[config.mk]
export PLATFORM = sky130hd
export DESIGN_NAME = add_subb_arb
export DESIGN_NICKNAME = d
export VERILOG_FILES = /design/src/rtl/add_subb_arb.sv
export SDC_FILE = /design/constraint.sdc
export NUM_CORES = 1
export LEC_CHECK = 0
export ABC_CLOCK_PERIOD_IN_PS = 11660
export CAP_MARGIN = 5
export CORE_MARGIN = 4
export CORE_UTILIZATION = 48
export DETAILED_ROUTE_END_ITERATION = 8
export GPL_ROUTABILITY_DRIVEN = 0
export PLACE_DENSITY = 0.88
export SYNTH_ARGS = -nofsm -noshare
export SYNTH_HDL_FRONTEND = slang
export SYNTH_HIERARCHICAL = 1
export SYNTH_SLANG_ARGS = --single-unit
[constraint.sdc]
create_clock -name clk -period 11.66 [get_ports clk]
set_clock_uncertainty 0.05 [all_clocks]
set_input_delay 1.749 -clock clk [delete_from_list [all_inputs] [get_ports clk]]
set_output_delay 1.749 -clock clk [all_outputs]
set_load 0.05 [all_outputs]
[src/rtl/add_subb_arb.sv]
// Round-robin arbiter/sequencer sharing one add_subb among N requesters, one registered response slot.
// Optional ADD_SUBB_ARB_OVF_EN adds rsp_ovf_o, a registered signed-overflow flag.

module add_subb #(
  parameter int W = 4
) (
  input  logic         subb_a_i,
  input  logic         subb_b_i,
  input  logic [W-1:0] a_i,
  input  logic [W-1:0] b_i,
  output logic [W-1:0] s_o,
  output logic         c_o
);
  logic [W-1:0] na_s;
  logic [W-1:0] nb_s;
  logic [W:0]   sum_s;

  // Negate in two's complement, then add; carry is bit W of the unsigned W-bit add
  always_comb begin
    na_s  = subb_a_i ? (~a_i + W'(1)) : a_i;
    nb_s  = subb_b_i ? (~b_i + W'(1)) : b_i;
    sum_s = {1'b0, na_s} + {1'b0, nb_s};
    s_o   = sum_s[W-1:0];
    c_o   = sum_s[W];
  end
endmodule

module add_subb_arb #(
  parameter int N   = 4,
  parameter int W   = 4,
  parameter int IDW = 2
) (
  input  logic           clk,
  input  logic           rst_n,
  input  logic [N-1:0]   req_valid_i,
  output logic [N-1:0]   req_ready_o,
  input  logic [N-1:0]   req_subb_a_i,
  input  logic [N-1:0]   req_subb_b_i,
  input  logic [N*W-1:0] req_a_i,
  input  logic [N*W-1:0] req_b_i,
  output logic           rsp_valid_o,
  input  logic           rsp_ready_i,
  output logic [IDW-1:0] rsp_id_o,
  output logic [W-1:0]   rsp_s_o,
  output logic           rsp_c_o
`ifdef ADD_SUBB_ARB_OVF_EN
  ,
  output logic           rsp_ovf_o
`endif
);
  logic [IDW-1:0] ptr_q, ptr_d;
  logic           rsp_valid_q, rsp_valid_d;
  logic [IDW-1:0] rsp_id_q, rsp_id_d;
  logic [W-1:0]   rsp_s_q, rsp_s_d;
  logic           rsp_c_q, rsp_c_d;

  logic           slot_free_s;
  logic           found_s;
  logic [N-1:0]   grant_s;
  logic [IDW-1:0] gidx_s;
  logic [IDW:0]   idx_s;
  logic [W-1:0]   a_sel_s, b_sel_s;
  logic           sa_sel_s, sb_sel_s;
  logic [W-1:0]   sum_s;
  logic           carry_s;

  // Cyclic first-valid search starting at ptr; grant suppressed while in reset or slot busy
  always_comb begin
    slot_free_s = !rsp_valid_q || rsp_ready_i;
    grant_s     = '0;
    found_s     = 1'b0;
    gidx_s      = '0;
    idx_s       = '0;
    for (int k = 0; k < N; k++) begin
      idx_s = {1'b0, ptr_q} + (IDW+1)'(k);
      idx_s = (idx_s >= (IDW+1)'(N)) ? (idx_s - (IDW+1)'(N)) : idx_s;
      if (rst_n && slot_free_s && !found_s && req_valid_i[idx_s[IDW-1:0]]) begin
        found_s                      = 1'b1;
        gidx_s                       = idx_s[IDW-1:0];
        grant_s[idx_s[IDW-1:0]]      = 1'b1;
      end else begin
        found_s = found_s;
      end
    end
    req_ready_o = grant_s;
  end

  // Operand mux for the granted requester
  always_comb begin
    a_sel_s  = req_a_i[gidx_s*W +: W];
    b_sel_s  = req_b_i[gidx_s*W +: W];
    sa_sel_s = req_subb_a_i[gidx_s];
    sb_sel_s = req_subb_b_i[gidx_s];
  end

  add_subb #(.W(W)) u_add_subb (
    .subb_a_i (sa_sel_s),
    .subb_b_i (sb_sel_s),
    .a_i      (a_sel_s),
    .b_i      (b_sel_s),
    .s_o      (sum_s),
    .c_o      (carry_s)
  );

`ifdef ADD_SUBB_ARB_OVF_EN
  logic [W+1:0] ea_s, eb_s, esum_s;
  logic         ovf_s;
  logic         rsp_ovf_q, rsp_ovf_d;

  // Exact signed sum in W+2 bits; overflow when the top three bits disagree
  always_comb begin
    ea_s   = {{2{a_sel_s[W-1]}}, a_sel_s};
    eb_s   = {{2{b_sel_s[W-1]}}, b_sel_s};
    ea_s   = sa_sel_s ? (~ea_s + (W+2)'(1)) : ea_s;
    eb_s   = sb_sel_s ? (~eb_s + (W+2)'(1)) : eb_s;
    esum_s = ea_s + eb_s;
    ovf_s  = !((esum_s[W+1:W-1] == 3'b000) || (esum_s[W+1:W-1] == 3'b111));
  end
`endif

  // Response slot and pointer next state: accept overwrites, drain clears valid only
  always_comb begin
    ptr_d       = ptr_q;
    rsp_valid_d = rsp_valid_q;
    rsp_id_d    = rsp_id_q;
    rsp_s_d     = rsp_s_q;
    rsp_c_d     = rsp_c_q;
`ifdef ADD_SUBB_ARB_OVF_EN
    rsp_ovf_d   = rsp_ovf_q;
`endif
    if (found_s) begin
      rsp_valid_d = 1'b1;
      rsp_id_d    = gidx_s;
      rsp_s_d     = sum_s;
      rsp_c_d     = carry_s;
`ifdef ADD_SUBB_ARB_OVF_EN
      rsp_ovf_d   = ovf_s;
`endif
      ptr_d       = (gidx_s == IDW'(N-1)) ? '0 : (gidx_s + IDW'(1));
    end else if (rsp_ready_i) begin
      rsp_valid_d = 1'b0;
    end else begin
      rsp_valid_d = rsp_valid_q;
    end
  end

  // State registers
  always_ff @(posedge clk or negedge rst_n) begin
    if (!rst_n) begin
      ptr_q       <= '0;
      rsp_valid_q <= 1'b0;
      rsp_id_q    <= '0;
      rsp_s_q     <= '0;
      rsp_c_q     <= 1'b0;
`ifdef ADD_SUBB_ARB_OVF_EN
      rsp_ovf_q   <= 1'b0;
`endif
    end else begin
      ptr_q       <= ptr_d;
      rsp_valid_q <= rsp_valid_d;
      rsp_id_q    <= rsp_id_d;
      rsp_s_q     <= rsp_s_d;
      rsp_c_q     <= rsp_c_d;
`ifdef ADD_SUBB_ARB_OVF_EN
      rsp_ovf_q   <= rsp_ovf_d;
`endif
    end
  end

  assign rsp_valid_o = rsp_valid_q;
  assign rsp_id_o    = rsp_id_q;
  assign rsp_s_o     = rsp_s_q;
  assign rsp_c_o     = rsp_c_q;
`ifdef ADD_SUBB_ARB_OVF_EN
  assign rsp_ovf_o   = rsp_ovf_q;
`endif
endmodule
After elaboration in Yosys (flattened, before gate mapping)
Cells that the tools add are included.
{ "classes": {"shift": 2, "multipliers": 0, "reduce_logical": 18, "n_mux": 41, "bitwise_logic": 5, "n_lt_le_gt_ge": 13, "div": 0, "add_sub_neg": 11, "eq_ne": 1} }
{ "op_table": {"columns": ["cell", "count"], "rows": [
  ["$shiftx 16x5->4", 2],
  ["$mux 4", 6],
  ["$mux 2", 9],
  ["$mux 1", 16],
  ["$lt 2x3->1 const B", 5],
  ["$bmux 1 s2", 6],
  ["$logic_and 1x1->1", 12],
  ["$or 4x4->4", 3],
  ["$ge 3x3->1 const B", 3],
  ["$add 4x1->4 const B", 2],
  ["$demux 1 s2", 4],
  ["$ge 2x1->1 const B", 4],
  ["$not 4->4", 2],
  ["$sub 2x1->2 const B", 4],
  ["$add 2x2->3 const B", 2],
  ["$add 4x4->5", 1],
  ["$logic_not 1->1", 4],
  ["$add 2x1->3 const B", 1],
  ["$ge 2x3->1 const B", 1],
  ["$add 2x1->2 const B", 1],
  ["$eq 2x2->1 const B", 1],
  ["$reduce_bool 2->1", 1],
  ["$logic_or 1x1->1", 1]
]} }
{ "word_totals": {"mem_count": 0, "mem_bits_ro": 0, "input_bits": 47, "reg_bits": 10, "output_inout_bits": 12, "word_cells": 96, "ramBits": 0, "latch_bits": 0} }

Longest topological paths before layout
{ "logic_depth": {"word_depth": 23, "ltp_mapped": 19, "mapped_depth_nobuf": 16} }

Cells and area by module
Netlist, hierarchy kept.
{ "modules_own_cells": {"columns": ["module", "area_per_inst_um2", "cells_per_inst", "seq_area_each_um2", "n_inst"], "rows": [
  ["add_subb_arb", 1272.5, 110, 250.2, 1],
  ["add_subb", 249.0, 29, 0.0, 1]
]} }

Worst setup path before layout
OpenSTA, ideal clock, no wires.
{ "synth_path": {"path_type": "input to register", "startpoint": "input port req_valid_i[2]", "endpoint": "register rsp_c_q (netlist: rsp_c_o)", "arrival_ps": 4969, "path_slack_ps": 6516, "n_path_buf": 1, "t_required_ps": 11485, "path_stages": 14, "setup_ps": 125, "path_cell_list": "and2b_1 or4_1 o2111ai_2 and3_4 buf_12 mux4_2 inv_1 ha_1 nand2_1 o21ai_0 fa_1 a21o_1 a21o_1 mux2_2"} }
{ "synth_via": {"elab_chain_len": 21, "elab_cells_between_ends": 39, "classes_between": "add/sub: 3; shift: 2; mux: 22; bitwise: 2; reduce/logical: 10"} }
{ "synth_lines": {"columns": ["element", "line_no", "text"], "rows": [
  ["start, declared", "35", "input logic [N-1:0] req_valid_i,"],
  ["$bmux 1 s2", "77", "if (rst_n && slot_free_s && !found_s && req_valid_i[idx_s[IDW-1:0]]) begin"],
  ["$mux 1 (implied by the code)", "77", null],
  ["$logic_and 1x1->1", "77", null],
  ["$mux 1", "77", null],
  ["$logic_not 1->1", "77", null],
  ["$logic_and 1x1->1 (2 in series)", "77", null],
  ["$mux 1", "77", null],
  ["$logic_not 1->1", "77", null],
  ["[6 not listed]", null, null],
  ["$mux 2 (*)", "77", null],
  ["$shiftx 16x5->4 (*)", "90", "a_sel_s = req_a_i[gidx_s*W +: W];"],
  ["net a_sel_s[0]", "62", "logic [W-1:0] a_sel_s, b_sel_s;"],
  ["$not 4->4", "20", "na_s = subb_a_i ? (~a_i + W'(1)) : a_i;"],
  ["$add 4x1->4", "20", null],
  ["$mux 4 (*)", "20", null],
  ["$add 4x4->5 (*)", "22", "sum_s = {1'b0, na_s} + {1'b0, nb_s};"],
  ["net carry_s", "65", "logic carry_s;"],
  ["end signal, assigned", "163", "rsp_c_q <= rsp_c_d;"],
  ["end, declared", "55", "logic rsp_c_q, rsp_c_d;"]
]} }
Mark *: on every way through the listed nets, which the timed path passes. The rest lies on a longest branch. The select of a mux whose other input is x is not followed.
A chain may end at the register's enable or synchronous reset.

Worst setup path in the final report
{ "layout_path": {"startpoint": "input port req_valid_i[3]", "endpoint": "output port req_ready_o[2]"} }
{ "layout_via": {"elab_chain_len": 16, "elab_cells_between_ends": 28, "classes_between": "mux: 15; bitwise: 3; reduce/logical: 10"} }
{ "layout_lines": {"columns": ["element", "line_no", "text"], "rows": [
  ["$bmux 1 s2", "77", null],
  ["$mux 1 (implied by the code)", "77", null],
  ["$logic_and 1x1->1", "77", null],
  ["$mux 1", "77", null],
  ["$logic_not 1->1", "77", null],
  ["$logic_and 1x1->1 (2 in series)", "77", null],
  ["$mux 1", "77", null],
  ["$logic_not 1->1", "77", null],
  ["$logic_and 1x1->1 (2 in series)", "77", null],
  ["$mux 1", "77", null],
  ["$logic_not 1->1", "77", null],
  ["$logic_and 1x1->1 (2 in series)", "77", null],
  ["$mux 4 (*)", "77", null],
  ["end, declared", "36", "output logic [N-1:0] req_ready_o,"]
]} }
Mark *: on every way between the ends. The rest lies on a longest branch, timed or not. The select of a mux whose other input is x is not followed.

==> flow_summary_export.csv <==
group,metric,value,unit
run_status,status,"completed",
route,routed-via-count,1322,
floorplanning,die_w,64.30,um
floorplanning,fp.dieH,64.30,um
cts,cts_tree,"yes",
power_and_ir_drop,p_per_area,260.4,mW/mm^2
worst_setup_path,rr_startpoint,"ptr_q[0]",
final_layout,n_antenna_cell,0,
yosys,yosysSeqAreaShare,0.1645,
route,drc,0,
floorplanning,core_area,0.003053,mm^2
cts,numCtsBuffers,3,
sta,max_slew_margin,0.5522,
cts,cts.sinks,10,
cts,cts_root_buffer,"clkbuf_4",
final_layout,mostFrequentLayoutCell,"clkdlybuf4s50_1",
yosys,synth_edf_count,0,
worst_setup_path,critPathKind,"input pin to output port",
route,totalWireLength,4001,um
worst_setup_path,r2r-end,"rsp_c_o",
final_layout,area_growth_syn_to_layout,39.47,%
worst_setup_path,endpoint_kind,"output port",
placed_design,place_area,0.002086,mm^2
final_layout,fin_nets,251,
yosys,yosys-top-cells-area,"mux4_2 19%, dfrtp_1 16%, ha_1 8.2%",
final_layout,fin_cells,236,
yosys,synth_top_flop_cell,"dfrtp_1",
sta,tightest_slew,0.6695,ns
yosys,async_reset_ff_frac,1.000,
power_and_ir_drop,p_leak,0.8557,nW
yosys,ys_warn_count,6,
yosys,synth_nets,197,
yosys,yosysTopAreaCell,"mux4_2",
worst_setup_path,path_max_fanout,13,
sta,fin_crit,6.368,ns
cts,cts_resized,0,
sta,finalHoldViolations,0,
sta,fin_crit_sh,0.5461,
route,vias_per_cell,5.602,
placed_design,io_buffers,58,
global_routing,overflow,0,
global_routing,grt_util_met1,0.2373,
yosys,yosysUniqueCellTypes,55,
worst_setup_path,r2r_slack,6.50,ns
route,wire_per_inst,16.95,um
sta,maxSlewViolCount,0,
cts,path_clk_slew,0.07,ns
worst_setup_path,path_cells,"clkdlybuf4s50_1 > mux4_2 > nor4b_2 > nand2_1 > o21ai_1 > a221o_1 > clkdlybuf4s50_1",
sta,rsz0062_at_grt,"false",
yosys,ys_ff_latch,10,
placed_design,hpwl,3381,um
worst_setup_path,cp_slowest_cell,"clkdlybuf4s50_1",
yosys,syn_inst,139,
final_layout,final_area,0.002122,mm^2
floorplanning,io_pins,59,
worst_setup_path,crit_path_max_incr_delay,0.81,ns
global_routing,grt_max_degree,16,
cts,holdBufCountCts,0,
cts,cts_buffer_depth,2,
worst_setup_path,reg2reg_depth,15,
floorplanning,dieArea,0.004134,mm^2
worst_setup_path,critPathTopFamily,"buffers and inverters",
run,cap_violations,0,
global_routing,antenna_found_initial,0,
global_routing,grt-busiest-layer,"met2",
worst_setup_path,crit_start,"req_valid_i[3]",
global_routing,use_met3,0.02988,
yosys,yosys.area.top_type_share,0.1924,
yosys,syn_avg_cell_area,10.95,um^2
worst_setup_path,critPathCapture,"req_ready_o[2]",
sta,setup_viol,0,
cts,postCtsSetupBuffers,0,
cts,insertion_delay,0.27,ns
worst_setup_path,start_kind,"input pin",
worst_setup_path,cp.arrival,4.57,ns
worst_hold_path,hp-start,"rsp_id_o[1]",
sta,setup_tns,0,ns
route,first_iter_violations,58,
final_layout,layout_common_cells,"58 x clkdlybuf4s50_1, 13 x mux4_2, 11 x inv_1",
power_and_ir_drop,ir_drop,0.1305,mV
cts,htree_levels,1,
route,first_pass_iters,4,
final_layout,final_util,0.6951,
global_routing,grt_first_pass_wirelength,6285,um
worst_hold_path,hold_path_class,"register to register",
global_routing,grt_usage,0.1902,
global_routing,grt_pass1_vias,1327,
final_layout,drive_gt1_frac,0.1927,
floorplanning,start_util,0.4984,
worst_setup_path,crit_buf_inv,2,
worst_setup_path,cp_num_cells,7,
placed_design,dp_cells,232,
sta,fmax,0.1570,GHz
worst_setup_path,required,9.86,ns
route,ant_nets,0,
global_routing,met2_usage,0.3595,
floorplanning,fp-row-count,20,
yosys,netlist_area,0.001521,mm^2
worst_setup_path,path_common_cell,"clkdlybuf4s50_1",
-- registers in the layout (all words and copies together), names as in the netlist --
signal and flops:
rsp_id_o 2, rsp_c_o 1, rsp_s_o 4, rsp_valid_o 1, ptr_q 2
-- worst min-delay path by stage --
stage | end | slack [ns] | cells past startpoint
floorplan | rsp_id_o[0] | 0.69 | 2
global placement | rsp_id_o[0] | 0.41 | 2
CTS | rsp_id_o[1] | 0.45 | 1
detailed placement | rsp_id_o[1] | 0.43 | 1
global route | rsp_id_o[1] | 0.46 | 1
finish | rsp_id_o[1] | 0.44 | 1
-- cell families after synthesis --
logic type | after synthesis | share of synthesized area
AO/OA/AOI/OAI | 34 | 0.2130
XOR/XNOR | 6 | 0.03454
adder cells (fa/ha/maj) | 11 | 0.09540
buffers and inverters | 21 | 0.07648
flip-flops | 10 | 0.1645
multiplexers | 22 | 0.2590
AND/OR/NAND/NOR | 35 | 0.1571
-- power breakdown --
part / internal, W / total, W / switching, W
clock network: 0.0000190 / 0.0000313 / 0.0000123
registers: 0.0000518 / 0.0000766 / 0.0000247
logic: 0.000208 / 0.000445 / 0.000237
total: 0.000279 / 0.000553 / 0.000274
-- per-stage QoR --
step	hold slack, ns	setup slack [ns]	total power (W)
floorplan	0.6919	6.516	0.0004232
global placement	0.4104	5.475	0.0004979
detailed placement	0.4305	5.308	0.0005238
CTS	0.4456	5.301	0.0005561
global route	0.4557	5.086	0.0005929
finish	0.4408	5.292	0.0005525
-- layout make-up --
class                           instances  area (um^2)
Multi-Input combinational cell        108         1155
Clock buffer                            4        36.28
Inverter                               12        45.04
Fill cell                             226        930.9
Timing Repair Buffer                   58        580.6
Tap cell                               44        55.05
Sequential cell                        10        250.2
-- synth_stat cells, types with 4 or more instances --
| cell | instances |
|---|---|
| o21ai_1 | 4 |
| nand2b_1 | 4 |
| ha_1 | 10 |
| xnor2_1 | 5 |
| dfrtp_1 | 10 |
| a21o_1 | 4 |
| a221o_1 | 5 |
| buf_2 | 5 |
| inv_1 | 11 |
| nand2_1 | 10 |
| mux2_2 | 5 |
| mux4_2 | 13 |
-- per-layer routing --
metal  routed length [um]  share of wire  vias up
li1                     -              -      646
met1                 1528           0.38      646
met2                 2308           0.58       30
met3                  165          0.041        0
met4                    0              0        0
met5                    0              0        -
No activity file was read; power rests on OpenSTA's default activity.
